--- src/rtl/apb_pkg.sv ---
// Shared state encoding, slave decode addresses, size codes and strobe generation
// for the APB round-robin sequencer.
package apb_pkg;

  typedef enum logic [1:0] {IDLE, SETUP, ACCESS, RESP} apb_state_e;

  localparam logic [31:0] SLV0_ADDR = 32'h0000_4000;
  localparam logic [31:0] SLV1_ADDR = 32'h0000_4001;

  localparam logic [1:0] SIZE_BYTE = 2'b00;
  localparam logic [1:0] SIZE_HALF = 2'b01;
  localparam logic [1:0] SIZE_WORD = 2'b10;

  // Reads never strobe; halfwords are aligned down to the even byte lane pair.
  function automatic logic [3:0] strb_gen(input logic [1:0] size,
                                          input logic [1:0] addr_lo,
                                          input logic       write);
    logic [3:0] s;
    s = 4'b0000;
    if (write) begin
      case (size)
        SIZE_BYTE:        s = 4'b0001 << addr_lo;
        SIZE_HALF:        s = 4'b0011 << {addr_lo[1], 1'b0};
        SIZE_WORD, 2'b11: s = 4'b1111;
      endcase
    end
    return s;
  endfunction

endpackage

--- src/rtl/apb_rr_arb.sv ---
// Combinational round-robin arbiter: grants the first valid requester at or after ptr,
// wrapping, as a one-hot vector plus its index.
module apb_rr_arb #(
  parameter int NUM_REQ = 2
) (
  input  logic [NUM_REQ-1:0]         req_valid,
  input  logic [$clog2(NUM_REQ)-1:0] ptr,
  output logic [NUM_REQ-1:0]         gnt,
  output logic [$clog2(NUM_REQ)-1:0] gnt_idx,
  output logic                       any_gnt
);

  localparam int IW = $clog2(NUM_REQ);

  logic [IW-1:0] cand;

  always_comb begin
    gnt     = '0;
    gnt_idx = '0;
    any_gnt = 1'b0;
    cand    = '0;
    for (int k = 0; k < NUM_REQ; k++) begin
      cand = IW'((int'(ptr) + k) % NUM_REQ);
      if (!any_gnt && req_valid[cand]) begin
        any_gnt   = 1'b1;
        gnt_idx   = cand;
        gnt[cand] = 1'b1;
      end
    end
  end

endmodule

--- src/rtl/apb_rr_sequencer.sv ---
// Round-robin APB requester: arbitrates NUM_REQ clients, runs each granted command through
// SETUP/ACCESS with a timeout, and returns read data or error status to the owning client.
module apb_rr_sequencer #(
  parameter int NUM_REQ    = 2,
  parameter int ADDR_WIDTH = 32,
  parameter int DATA_WIDTH = 32,
  parameter int STRB_WIDTH = DATA_WIDTH/8,
  parameter int TIMEOUT    = 16
) (
  input  logic                          PCLK,
  input  logic                          PRESETn,
  input  logic [NUM_REQ-1:0]            req_valid,
  output logic [NUM_REQ-1:0]            req_ready,
  input  logic [NUM_REQ-1:0]            req_write,
  input  logic [2*NUM_REQ-1:0]          req_size,
  input  logic [ADDR_WIDTH*NUM_REQ-1:0] req_addr,
  input  logic [DATA_WIDTH*NUM_REQ-1:0] req_wdata,
  output logic [NUM_REQ-1:0]            rsp_valid,
  output logic                          rsp_err,
  output logic [DATA_WIDTH-1:0]         rsp_rdata,
  output logic [ADDR_WIDTH-1:0]         PADDR,
  output logic [2:0]                    PPROT,
  output logic                          PSEL0,
  output logic                          PSEL1,
  output logic                          PENABLE,
  output logic                          PWRITE,
  output logic [DATA_WIDTH-1:0]         PWDATA,
  output logic [STRB_WIDTH-1:0]         PSTRB,
  input  logic                          PREADY,
  input  logic [DATA_WIDTH-1:0]         PRDATA
);

  import apb_pkg::*;

  localparam int IW  = $clog2(NUM_REQ);
  localparam int TCW = $clog2(TIMEOUT);

  apb_state_e            state_q, state_d;
  logic [IW-1:0]         ptr_q, own_q, gnt_idx;
  logic [NUM_REQ-1:0]    gnt;
  logic                  any_gnt;
  logic [TCW-1:0]        tcnt_q;
  logic [ADDR_WIDTH-1:0] addr_a  [NUM_REQ];
  logic [DATA_WIDTH-1:0] wdata_a [NUM_REQ];
  logic [1:0]            size_a  [NUM_REQ];
  logic [ADDR_WIDTH-1:0] sel_addr;
  logic                  sel_hit0, sel_hit1, sel_hit, tmo;

  for (genvar i = 0; i < NUM_REQ; i++) begin : g_unpack
    assign addr_a[i]  = req_addr[i*ADDR_WIDTH +: ADDR_WIDTH];
    assign wdata_a[i] = req_wdata[i*DATA_WIDTH +: DATA_WIDTH];
    assign size_a[i]  = req_size[2*i +: 2];
  end

  apb_rr_arb #(.NUM_REQ(NUM_REQ)) u_arb (
    .req_valid (req_valid),
    .ptr       (ptr_q),
    .gnt       (gnt),
    .gnt_idx   (gnt_idx),
    .any_gnt   (any_gnt)
  );

  assign sel_addr = addr_a[gnt_idx];
  assign sel_hit0 = (sel_addr == ADDR_WIDTH'(SLV0_ADDR));
  assign sel_hit1 = (sel_addr == ADDR_WIDTH'(SLV1_ADDR));
  assign sel_hit  = sel_hit0 | sel_hit1;
  assign tmo      = (tcnt_q == TCW'(TIMEOUT - 1));
  assign PPROT    = 3'b000;

  // Grant is only visible while idle and out of reset, so no handshake is lost to reset.
  assign req_ready = (state_q == IDLE && PRESETn) ? gnt : '0;

  always_ff @(posedge PCLK or negedge PRESETn) begin
    if (!PRESETn) state_q <= IDLE;
    else          state_q <= state_d;
  end

  always_comb begin
    state_d = state_q;
    case (state_q)
      IDLE:    if (any_gnt) state_d = sel_hit ? SETUP : RESP;
      SETUP:   state_d = ACCESS;
      ACCESS:  if (PREADY || tmo) state_d = RESP;
      RESP:    state_d = IDLE;
      default: state_d = IDLE;
    endcase
  end

  // PREADY wins over the timeout when both occur in the same ACCESS cycle.
  always_ff @(posedge PCLK or negedge PRESETn) begin
    if (!PRESETn) begin
      ptr_q     <= '0;
      own_q     <= '0;
      tcnt_q    <= '0;
      PSEL0     <= 1'b0;
      PSEL1     <= 1'b0;
      PENABLE   <= 1'b0;
      PWRITE    <= 1'b0;
      PADDR     <= '0;
      PWDATA    <= '0;
      PSTRB     <= '0;
      rsp_valid <= '0;
      rsp_err   <= 1'b0;
      rsp_rdata <= '0;
    end else begin
      rsp_valid <= '0;
      case (state_q)
        IDLE: if (any_gnt) begin
          ptr_q  <= (int'(gnt_idx) == NUM_REQ - 1) ? '0 : gnt_idx + 1'b1;
          own_q  <= gnt_idx;
          tcnt_q <= '0;
          if (sel_hit) begin
            PSEL0  <= sel_hit0;
            PSEL1  <= sel_hit1;
            PADDR  <= sel_addr;
            PWRITE <= req_write[gnt_idx];
            PWDATA <= wdata_a[gnt_idx];
            PSTRB  <= STRB_WIDTH'(strb_gen(size_a[gnt_idx], sel_addr[1:0], req_write[gnt_idx]));
          end else begin
            rsp_valid <= gnt;
            rsp_err   <= 1'b1;
            rsp_rdata <= '0;
          end
        end
        SETUP: PENABLE <= 1'b1;
        ACCESS: begin
          if (PREADY || tmo) begin
            PSEL0     <= 1'b0;
            PSEL1     <= 1'b0;
            PENABLE   <= 1'b0;
            rsp_valid <= NUM_REQ'(1) << own_q;
            rsp_err   <= !PREADY;
            rsp_rdata <= (PREADY && !PWRITE) ? PRDATA : '0;
          end else begin
            tcnt_q <= tcnt_q + 1'b1;
          end
        end
        default: ;
      endcase
    end
  end

endmodule
--- config.mk ---
export PLATFORM = sky130hd
export DESIGN_NAME = apb_rr_sequencer
export DESIGN_NICKNAME = d
export VERILOG_FILES = /design/src/rtl/apb_pkg.sv /design/src/rtl/apb_rr_arb.sv /design/src/rtl/apb_rr_sequencer.sv
export SDC_FILE = /design/constraint.sdc
export NUM_CORES = 1
export LEC_CHECK = 0
export CAP_MARGIN = 25
export CORE_MARGIN = 2
export CORE_UTILIZATION = 40
export CTS_CLUSTER_SIZE = 8
export DETAILED_ROUTE_END_ITERATION = 7
export GPL_ROUTABILITY_DRIVEN = 0
export GPL_TIMING_DRIVEN = 0
export PLACE_DENSITY = 0.89
export SLEW_MARGIN = 20
export SYNTH_ARGS = -nofsm -noshare
export SYNTH_HDL_FRONTEND = slang
export SYNTH_SLANG_ARGS = --single-unit
export TNS_END_PERCENT = 20
--- constraint.sdc ---
create_clock -name PCLK -period 4.72 [get_ports PCLK]
set_input_delay 0.944 -clock PCLK [delete_from_list [all_inputs] [get_ports PCLK]]
set_output_delay 0.944 -clock PCLK [all_outputs]
set_load 0.05 [all_outputs]
==> results of run 1 <==
==> tightest hold or removal path: cells and delay by family, from the launching register on <==
kind | cells | cell delay, ps
AOI/OAI and AO/OA | 1 | 50
DFF | 1 | 330
and+or+nand+nor | 1 | 60
==> cells in the mapped netlist (all sizes together) <==
| cell type | count |
|---|---|
| o41ai | 1 |
| o2bb2ai | 33 |
| nor4 | 7 |
| clkbuf | 16 |
| and4 | 1 |
| a32o | 1 |
| o311ai | 2 |
| inv | 6 |
| a2111oi | 1 |
| nand4 | 4 |
| a31oi | 4 |
| nor3 | 6 |
| buf | 17 |
| conb | 1 |
| or4 | 1 |
| nand2b | 4 |
| a31o | 1 |
| or3 | 1 |
| nor2 | 18 |
| a211o | 1 |
| o22ai | 1 |
| o21bai | 1 |
| a211oi | 3 |
| o31ai | 1 |
| and2 | 31 |
| a22o | 2 |
| o21ai | 45 |
| nand2 | 49 |
| nand3b | 2 |
| mux2i | 38 |
| a21oi | 2 |
| dfrtp | 115 |
| mux2 | 2 |
| nand3 | 41 |
| a21o | 4 |
| ha | 4 |
==> registers in the layout, indices dropped and copies added, names as in the netlist, 2 cells and up <==
| signal | count |
|---|---|
| rsp_valid | 2 |
| state_q | 2 |
| rsp_rdata | 32 |
| tcnt_q | 4 |
| PADDR | 32 |
| PSTRB | 4 |
| PWDATA | 32 |
==> final cells by class <==
cell class                      instances  share of cell area [%]
Sequential cell                       115                    32.2
Timing Repair Buffer                  279                    31.5
Multi-Input combinational cell        315                    24.7
Clock buffer                           20                    5.00
Tap cell                              176                    2.46
Buffer                                 32                    2.13
Clock inverter                         10                    1.78
Inverter                                6                   0.252
==> what timing repair did <==
| action | 4_1_cts | 5_1_grt |
|---|---|---|
| setup endpoints to repair | 1 | 0 |
| hold endpoints to repair | 0 | 0 |
| gates resized for setup | 0 | 0 |
| buffers inserted | 0 | 0 |
==> where the power goes <==
group	total, uW	switching (uW)	internal [uW]	leakage, uW
logic	1570	976	598	0.00205
registers	1240	101	1130	0.00158
clock network	1320	436	887	0.000292
==> stage by stage <==
stage               setup TNS [ps]  hold WS (ps)
global placement           -184140           452
global route                     0           499
CTS                              0           476
finish                           0           473
detailed placement           -80.3           466
floorplan                        0           463
==> worst paths after layout <==
path / endpoint / cells after the start / from / slack [ps]
setup reg to reg: rsp_rdata[4] / 9 / state_q[0] / 1980
hold / removal: PWDATA[14] / 2 / PWDATA[14] / 470
max in group asynchronous: PADDR[29] / 2 / PRESETn / 3560
hold reg to reg: PWDATA[14] / 2 / PWDATA[14] / 470
setup / recovery: req_ready[1] / 6 / req_valid[0] / 320
min in group asynchronous: rsp_rdata[16] / 1 / PRESETn / 480
==> layer usage <==
layer  track usage (%)  vias up  routed length (um)  share of wire (%)
met5                 0        -                   0                  0
met4              12.4        0                 618                3.7
met3              9.43       49                1450                8.7
met2              41.6      242                8290                 50
met1              26.9     2342                6300                 38
li1                  -     2264                   -                  -
==> logic make-up (layout without fill, tap and decap cells) <==
logic type / after synthesis / after routing / synth area share [%]
AND/OR/NAND/NOR: 165 / 165 / 15.7
flip-flops: 115 / 115 / 54.3
AO/OA/AOI/OAI: 103 / 103 / 17.2
multiplexers: 40 / 40 / 7.61
buffers and inverters: 39 / 347 / 4.09
adder cells (fa/ha/maj): 4 / 4 / 0.945
other: 1 / 3 / 0.0708
==> metrics.cfg, run 1 <==
[global_route]
grtUsageTotal_pct = 24.6
grt_pass1_wl_um = 27200
grt_overflow = 0
grt_pass1_vias = 5293
antenna_found_initial = 0
grt_max_degree = 64

[logic_synthesis]
syn-cell-area_mm2 = 0.00530
synth_top_cell_by_area = dfrtp_1
synthDominantCellAreaShare_pct = 54.3
postSynthAreaPerCell_um2 = 11.3
yosys_warnings = 0
syn-instance-count = 467
synth_seq_cells = 115
synth.area.top_cells = dfrtp_1, mux2i_1, o21ai_2
ys_seq_area_share_pct = 54.3
ys_types = 45

[critical_path]
critPathMaxStageDelay_ps = 760
start_kind = primary input
cp.arrival_ps = 3450
path_buf_inv = 3
critPathKind = in2out
path_cells = clkdlybuf4s50_1, nand2b_1, nand2_2, buf_2, nor2_1, clkdlybuf4s50_1
cp-end-kind = output pin
path_common_cell = clkdlybuf4s50_1
slowest_stage = clkdlybuf4s50_1
required_ps = 3780
cp_max_fo = 19
worst_path_dominant_cell_family = buffers and inverters

[clocking]
cts_hold_buf = 0
clkLatencyLatePin_ps = 410
cts_tree = built
path_clk_slew_ps = 50
clock-root-buffer = clkbuf_16
numCtsBuffers = 17
h-tree-depth = 4
clk_path_buf_depth = 2
clock-sinks = 115

[place]
placed_cell_area_mm2 = 0.00833
preCtsSetupSlack_ps = -80.3
dp_hpwl_um = 12900
dpl.cell_count = 924
port_buffers = 278

[cells_and_area]
layout_common_cells = clkdlybuf4s50_1, dfrtp_1, nand2_1
seq_area_mm2 = 0.00288
multi_input_comb_area_mm2 = 0.00221
nets = 941
fin_area_mm2 = 0.00894
drive_above_1_share_pct = 12.2
final_util_pct = 68.3
num_antenna_cells = 0
final_cells = 953
syn_to_final_growth_pct = 68.8
n_fill_cell = 930
final_common_cell = clkdlybuf4s50_1

[drt]
dr.pass1.iters = 7
wl_per_cell_um = 17.5
vias = 4897
postRouteAntennaNets = 0
totalWireLength_um = 16700
drc = 0
routed_via_density = 5.14
drtIter0Drc = 200

[power_and_ir_drop]
leakagePower_uw = 0.00392
power_density_mw_per_mm2 = 463
finalPower_uw = 4130
vdd.ir_drop.worst_uv = 267

[sta]
fin_crit_ps = 4400
setup_violations = 0
max-slew-margin-rel_pct = 49.7
drv_slew = 0
clock_skew_ps = 6.62
fmax_mhz = 227
period_share_pct = 93.2
fin_ws_ps = 322
hold_viol_final = 0
rsz0062_at_grt = false
tightest_slew_ps = 754

[floorplan]
num_rows = 42
start_util_pct = 40.5
core_mm2 = 0.0131
die_w_um = 119
fp.dieH_um = 119
io_pins = 283
dieArea_mm2 = 0.0142

[hold_path]
hold_path_class = reg2reg

[job]
max_cap_viol_count = 0

[outcome]
outcome = completed

No activity file was read; power rests on OpenSTA's default activity.
==> run 2, diff against run 1 <==
Settings changed: CAP_MARGIN 25 to 5, GPL_ROUTABILITY_DRIVEN 0 to unset, SYNTH_HIERARCHICAL set to 1.
==> metrics.cfg, run 2 <==
[outcome]
outcome = completed

[clocking]
cts_resized = 0  ; unchanged
cts_setup_buffers = 0  ; unchanged
h-tree-depth = 4  ; unchanged
clock-root-buffer = clkbuf_16
cts_tree = built
clkLatencyLatePin_ps = 400  ; about the same
cts_hold_buf = 0  ; unchanged
path_clk_slew_ps = 50  ; about the same
numCtsBuffers = 17  ; unchanged
clk_path_buf_depth = 2  ; unchanged
clock-sinks = 115  ; unchanged

[drt]
postRouteAntennaNets = 0  ; unchanged
drtIter0Drc = 255  ; +28%
totalWireLength_um = 16800  ; +0.84%
routed_via_density = 4.92  ; -4.2%
vias = 4801  ; -2.0%
wl_per_cell_um = 17.2  ; -1.4%
drc = 0  ; unchanged
dr.pass1.iters = 4  ; -3

[sta]
tightest_slew_ps = 675  ; -79.1 ps
setup_violations = 0  ; unchanged
hold_viol_final = 0  ; unchanged
drv_slew = 0  ; unchanged
period_share_pct = 78.3  ; -15 points
fin_crit_ps = 3690  ; -703 ps
fmax_mhz = 271  ; +19%
rsz0062_at_grt = false
max-slew-margin-rel_pct = 54.6  ; +4.9 points
clock_skew_ps = 7.05  ; +0.434 ps

[critical_path]
cp-end-kind = output pin
worst_path_dominant_cell_family = buffers and inverters
start_kind = primary input
reg2reg_slack_ps = 2050  ; +70 ps
critPathLaunch = req_valid[0]
path_cells = clkdlybuf4s50_1, a21boi_0, and3_1, clkdlybuf4s50_1
worst-r2r-cell-count = 8  ; -1
critPathKind = in2out
cp.arrival_ps = 2750  ; -700 ps
path_common_cell = clkdlybuf4s50_1
cp_max_fo = 4  ; -15
slowest_stage = clkdlybuf4s50_1
path_buf_inv = 2  ; -1
r2r_end = PSTRB[3]
critPathMaxStageDelay_ps = 810  ; +50 ps
r2r-start = ptr_q
required_ps = 3780  ; about the same

[logic_synthesis]
yosys_warnings = 6  ; +6
synth_seq_cells = 115  ; unchanged
syn-cell-area_mm2 = 0.00528  ; -0.35%
ys_top_cells_by_count = dfrtp_1, nand2_1, mux2i_1, o21ai_0, inv_1
synthMostInstantiatedCell = dfrtp_1
syn-instance-count = 489  ; +4.7%
ys_types = 46  ; +2.2%
synth-edff-count = 0  ; unchanged
synth_flop_cell = dfrtp_1
synth_top_cell_by_area = dfrtp_1
async_flop_share_pct = 100  ; unchanged
synthDominantCellAreaShare_pct = 54.5  ; +0.19 points
synth.area.top_cells = dfrtp_1, mux2i_1, nand2_1
postSynthAreaPerCell_um2 = 10.8  ; -4.8%
ys_seq_area_share_pct = 54.5  ; +0.19 points

[power_and_ir_drop]
finalPower_uw = 4430  ; +7.1%
vdd.ir_drop.worst_uv = 260  ; -2.4%
leakagePower_uw = 0.00399  ; +1.7%
switching_share_pct = 36.6  ; about the same
intPower_uw = 2810  ; +7.1%
combPwrFrac_pct = 40.9  ; +2.8 points
p_switching_uw = 1620  ; +7.1%
power_density_mw_per_mm2 = 495  ; +7.1%
clkPwrFrac_pct = 30.3  ; -1.7 points
seqPwrFrac_pct = 28.8  ; -1.1 points

[hold_path]
min_to = PADDR[14]
min_path_cells = 1  ; -1
hold_path_class = reg2reg
hp-start = PADDR[14]

[cells_and_area]
num_antenna_cells = 0  ; unchanged
final_util_pct = 70.0  ; +1.7 points
seq_area_mm2 = 0.00288  ; unchanged
layout_common_cells = clkdlybuf4s50_1, dfrtp_1, nand2_1
n_fill_cell = 883  ; -5.1%
fin_area_mm2 = 0.00894  ; about the same
multi_input_comb_area_mm2 = 0.00208  ; -5.7%
nets = 965  ; +2.6%
syn_to_final_growth_pct = 69.4
reg_top3 = PADDR x32, PWDATA x32, rsp_rdata x32
final_common_cell = clkdlybuf4s50_1
drive_above_1_share_pct = 7.97  ; -4.3 points

[place]
placed_cell_area_mm2 = 0.00832  ; -0.17%
gp_congestion = 1.03
port_buffers = 279  ; +0.36%
dp_hpwl_um = 13100  ; +1.3%

[floorplan]
die_w_um = 119  ; -0.17%
core_mm2 = 0.0128  ; -2.4%
start_util_pct = 41.3  ; +0.84 points
fp.dieH_um = 119  ; -0.17%
io_pins = 283  ; unchanged
dieArea_mm2 = 0.0141  ; -0.34%
num_rows = 41  ; -2.4%

[global_route]
grt_max_degree = 60  ; -6.3%
grt_pass1_vias = 5219  ; -1.4%
grt_pass1_wl_um = 26900  ; -1.0%
grt_overflow = 0  ; unchanged
antenna_found_initial = 0  ; unchanged
grtUsageTotal_pct = 24.5  ; -0.11 points

[job]
max_cap_viol_count = 0  ; unchanged

[run 2: cell types whose count changed after synthesis, sizes merged, moves of 3 or more]
cell,delta
nand3,-37
nor4,+5
buf,-3
a21boi,+4
inv,+34
a21oi,+4
nor2,-10
nand2,+35
clkbuf,-3
nor3,-4
o2bb2ai,-33
mux2i,+31
[run 2: per-stage QoR]
step | hold slack (ps) | std cells | TNS [ps] | setup slack (ps)
after global routing | 494 | 975 | 0 | 963
after global placement | 460 | 942 | -180170 | -2650
final | 474 | 975 | 0 | 1030
after CTS | 478 | 975 | 0 | 1040
after detailed placement | 465 | 943 | 0 | 1010
after floorplan | 452 | 491 | 0 | 2010
[run 2: worst max-delay path by stage]
stage	endpoint	slack, ps	depth (start not counted)
2_1_floorplan	rsp_err	2010	7
5_1_grt	req_ready[0]	960	4
6_report	req_ready[0]	1030	4
4_1_cts	req_ready[0]	1040	4
3_5_place_dp	PSTRB[3]	1010	8
3_3_place_gp	req_ready[0]	-2650	3
[run 2: final cells by class]
class / instances / area share [%]
sequential: 115 / 32.2
multi-input combinational: 309 / 23.3
timing repair buffer: 280 / 31.6
inverter: 40 / 1.68
clock inverter: 10 / 1.74
tap: 172 / 2.41
buffer: 27 / 1.95
clock buffer: 22 / 5.19
[run 2: worst register-to-register path: stages, from the launching register on]
cell,delay (ps)
dfrtp_1,360
inv_1,60
a21boi_0,450
mux2i_1,370
o21ai_1,170
nor2_4,160
nand4b_4,220
nor4_1,670
a21o_1,140
[run 2: kinds of logic after synthesis]
kind of cell	Yosys count	share of synthesized area, %
AND/OR/NAND/NOR	154	15.5
flip-flops	115	54.5
AO/OA/AOI/OAI	76	8.75
multiplexers	72	14.0
buffers and inverters	67	6.14
adder cells (fa/ha/maj)	4	0.949
other	1	0.0711
[run 2: power by group through the flow]
stage	clock network (uW)	registers, uW	logic, uW
floorplan	0	1800	670
global placement	0	1270	1770
detailed placement	0	1290	1810
CTS	1360	1280	1820
global route	1410	1290	1920
finish	1340	1280	1810
[run 2: metal layers]
metal,GRT usage (%),up-vias,wire length (um)
li1,-,2232,-
met1,28.5,2299,6610
met2,41.5,246,8420
met3,9.05,24,1470
met4,8.63,0,300
met5,0,-,0
==> run 3, diff against run 2 <==
Settings changed: CORE_UTILIZATION 40 to 36, PLACE_DENSITY 0.89 to 0.85.
Clock period 4.72 ns to 3.3 ns, I/O delays scaled along.
==> metrics.cfg, run 3 (same netlist as run 2, synthesis figures left out) <==
[floorplan]
dieArea_mm2 = 0.0156  ; +11%
num_rows = 44  ; +7.3%
start_util_pct = 36.6  ; -4.7 points
io_pins = 283  ; unchanged
core_mm2 = 0.0144  ; +13%
fp.dieH_um = 125  ; +5.2%
die_w_um = 125  ; +5.2%

[critical_path]
path_common_cell = clkdlybuf4s50_1
required_ps = 2640  ; -1140 ps
cp_max_fo = 4  ; unchanged
cp.arrival_ps = 2430  ; -320 ps
cp-end-kind = output pin
slowest_stage = clkdlybuf4s50_1
start_kind = primary input
reg2reg_slack_ps = 660  ; -1390 ps
r2r-start = ptr_q
critPathKind = in2out
critPathLaunch = req_valid[1]
path_cells = clkdlybuf4s50_1, a21boi_0, and3_1, clkdlybuf4s50_1
critPathMaxStageDelay_ps = 820  ; about the same

[place]
placed_cell_area_mm2 = 0.00834  ; +0.18%
gp_congestion = 0.852  ; -17%
dp_hpwl_um = 12400  ; -5.1%
preCtsSetupSlack_ps = -150  ; -1160 ps
port_buffers = 279  ; unchanged

[cells_and_area]
layout_common_cells = clkdlybuf4s50_1, dfrtp_1, nand2_1
drive_above_1_share_pct = 8.34  ; +0.37 points
nets = 965  ; unchanged
fin_area_mm2 = 0.00898  ; +0.42%
num_antenna_cells = 0  ; unchanged
syn_to_final_growth_pct = 70.1
final_common_cell = clkdlybuf4s50_1
final_util_pct = 62.2  ; -7.7 points
reg_top3 = PADDR x32, PWDATA x32, rsp_rdata x32

[sta]
drv_slew = 0  ; unchanged
rsz0062_at_grt = false
hold_viol_final = 0  ; unchanged
clock_skew_ps = 5.18  ; -1.87 ps
tightest_slew_ps = 610  ; -65.0 ps
max-slew-margin-rel_pct = 59.3  ; +4.7 points
setup_violations = 0  ; unchanged
tns_ps = 0  ; unchanged
fin_ws_ps = 207  ; -818 ps
fin_crit_ps = 3090
hold_ws_ps = 180  ; -294 ps
period_share_pct = 93.7
fmax_mhz = 323

[hold_path]
hold_path_class = in2async

[global_route]
grtUsageTotal_pct = 21.4  ; -3.1 points
grt_overflow = 0  ; unchanged
grt_pass1_wl_um = 26200  ; -2.8%
grt_pass1_vias = 4887  ; -6.4%
antenna_found_initial = 0  ; unchanged
grt_max_degree = 72  ; +20%

[clocking]
clock-root-buffer = clkbuf_16
clkLatencyLatePin_ps = 400  ; about the same
path_clk_slew_ps = 60  ; about the same
cts_tree = built
cts_resized = 0  ; unchanged
cts_setup_buffers = 0  ; unchanged
h-tree-depth = 4  ; unchanged
clk_path_buf_depth = 2  ; unchanged
numCtsBuffers = 17  ; unchanged
clock-sinks = 115  ; unchanged
cts_hold_buf = 0  ; unchanged

[job]
max_cap_viol_count = 0  ; unchanged

[power_and_ir_drop]
power_density_mw_per_mm2 = 710  ; +43%
leakagePower_uw = 0.00399  ; +0.12%
vdd.ir_drop.worst_uv = 369  ; +42%

[drt]
postRouteAntennaNets = 0  ; unchanged
drtIter0Drc = 178  ; -30%
vias = 4639  ; -3.4%
routed_via_density = 4.70  ; -4.5%
wl_per_cell_um = 16.6  ; -3.6%
totalWireLength_um = 16400  ; -2.4%
dr.pass1.iters = 4  ; unchanged
drc = 0  ; unchanged

[outcome]
outcome = completed

==> run 3: cell count changes in the layout (fill, tap and decap cells not counted), sizes merged <==
cell      before  now
clkbuf        35   31
clkinv         4    5
clkinvlp       2    3
inv           40   42
==> run 3: power breakdown <==
part	leakage, uW	internal (uW)	total, uW	switching, uW
clock network	0.000305	1290	1970	677
registers	0.00158	1660	1810	150
logic	0.00211	1050	2590	1540
==> run 3: cell type report <==
type                            count  area (um^2)
Clock inverter                     14          203
Tap cell                          184          230
Buffer                             27          174
Inverter                           40          150
Timing Repair Buffer              280         2820
Sequential cell                   115         2880
Clock buffer                       18          439
Multi-Input combinational cell    309         2080
Fill cell                        1196         5450
==> run 3: worst paths after layout <==
check | end | cells after the start
worst max-delay path | req_ready[1] | 4
worst min-delay path | rsp_rdata[12] | 1
worst max register to register | rsp_rdata[28] | 9
worst min register to register | PADDR[14] | 1
max in group asynchronous | rsp_rdata[28] | 2
min in group PCLK | PADDR[14] | 1
==> run 3: routing by layer <==
metal  track usage (%)  share of wire [%]
met2              35.5                 48
met1              26.1                 42
met4              4.97                1.1
met5                 0                  0
met3              8.94                9.1
==> run 3: stage by stage <==
step / total power [uW] / instances
after global routing: 6690 / 987
after global placement: 4380 / 954
after floorplan: 3530 / 491
after CTS: 6440 / 987
after detailed placement: 4430 / 955
final: 6380 / 987
==> run 3: critical path, delay by kind of cell <==
| kind | cells | cell delay (ps) |
|---|---|---|
| compound gates | 1 | 250 |
| simple gates | 1 | 200 |
| buf+inv | 2 | 1320 |
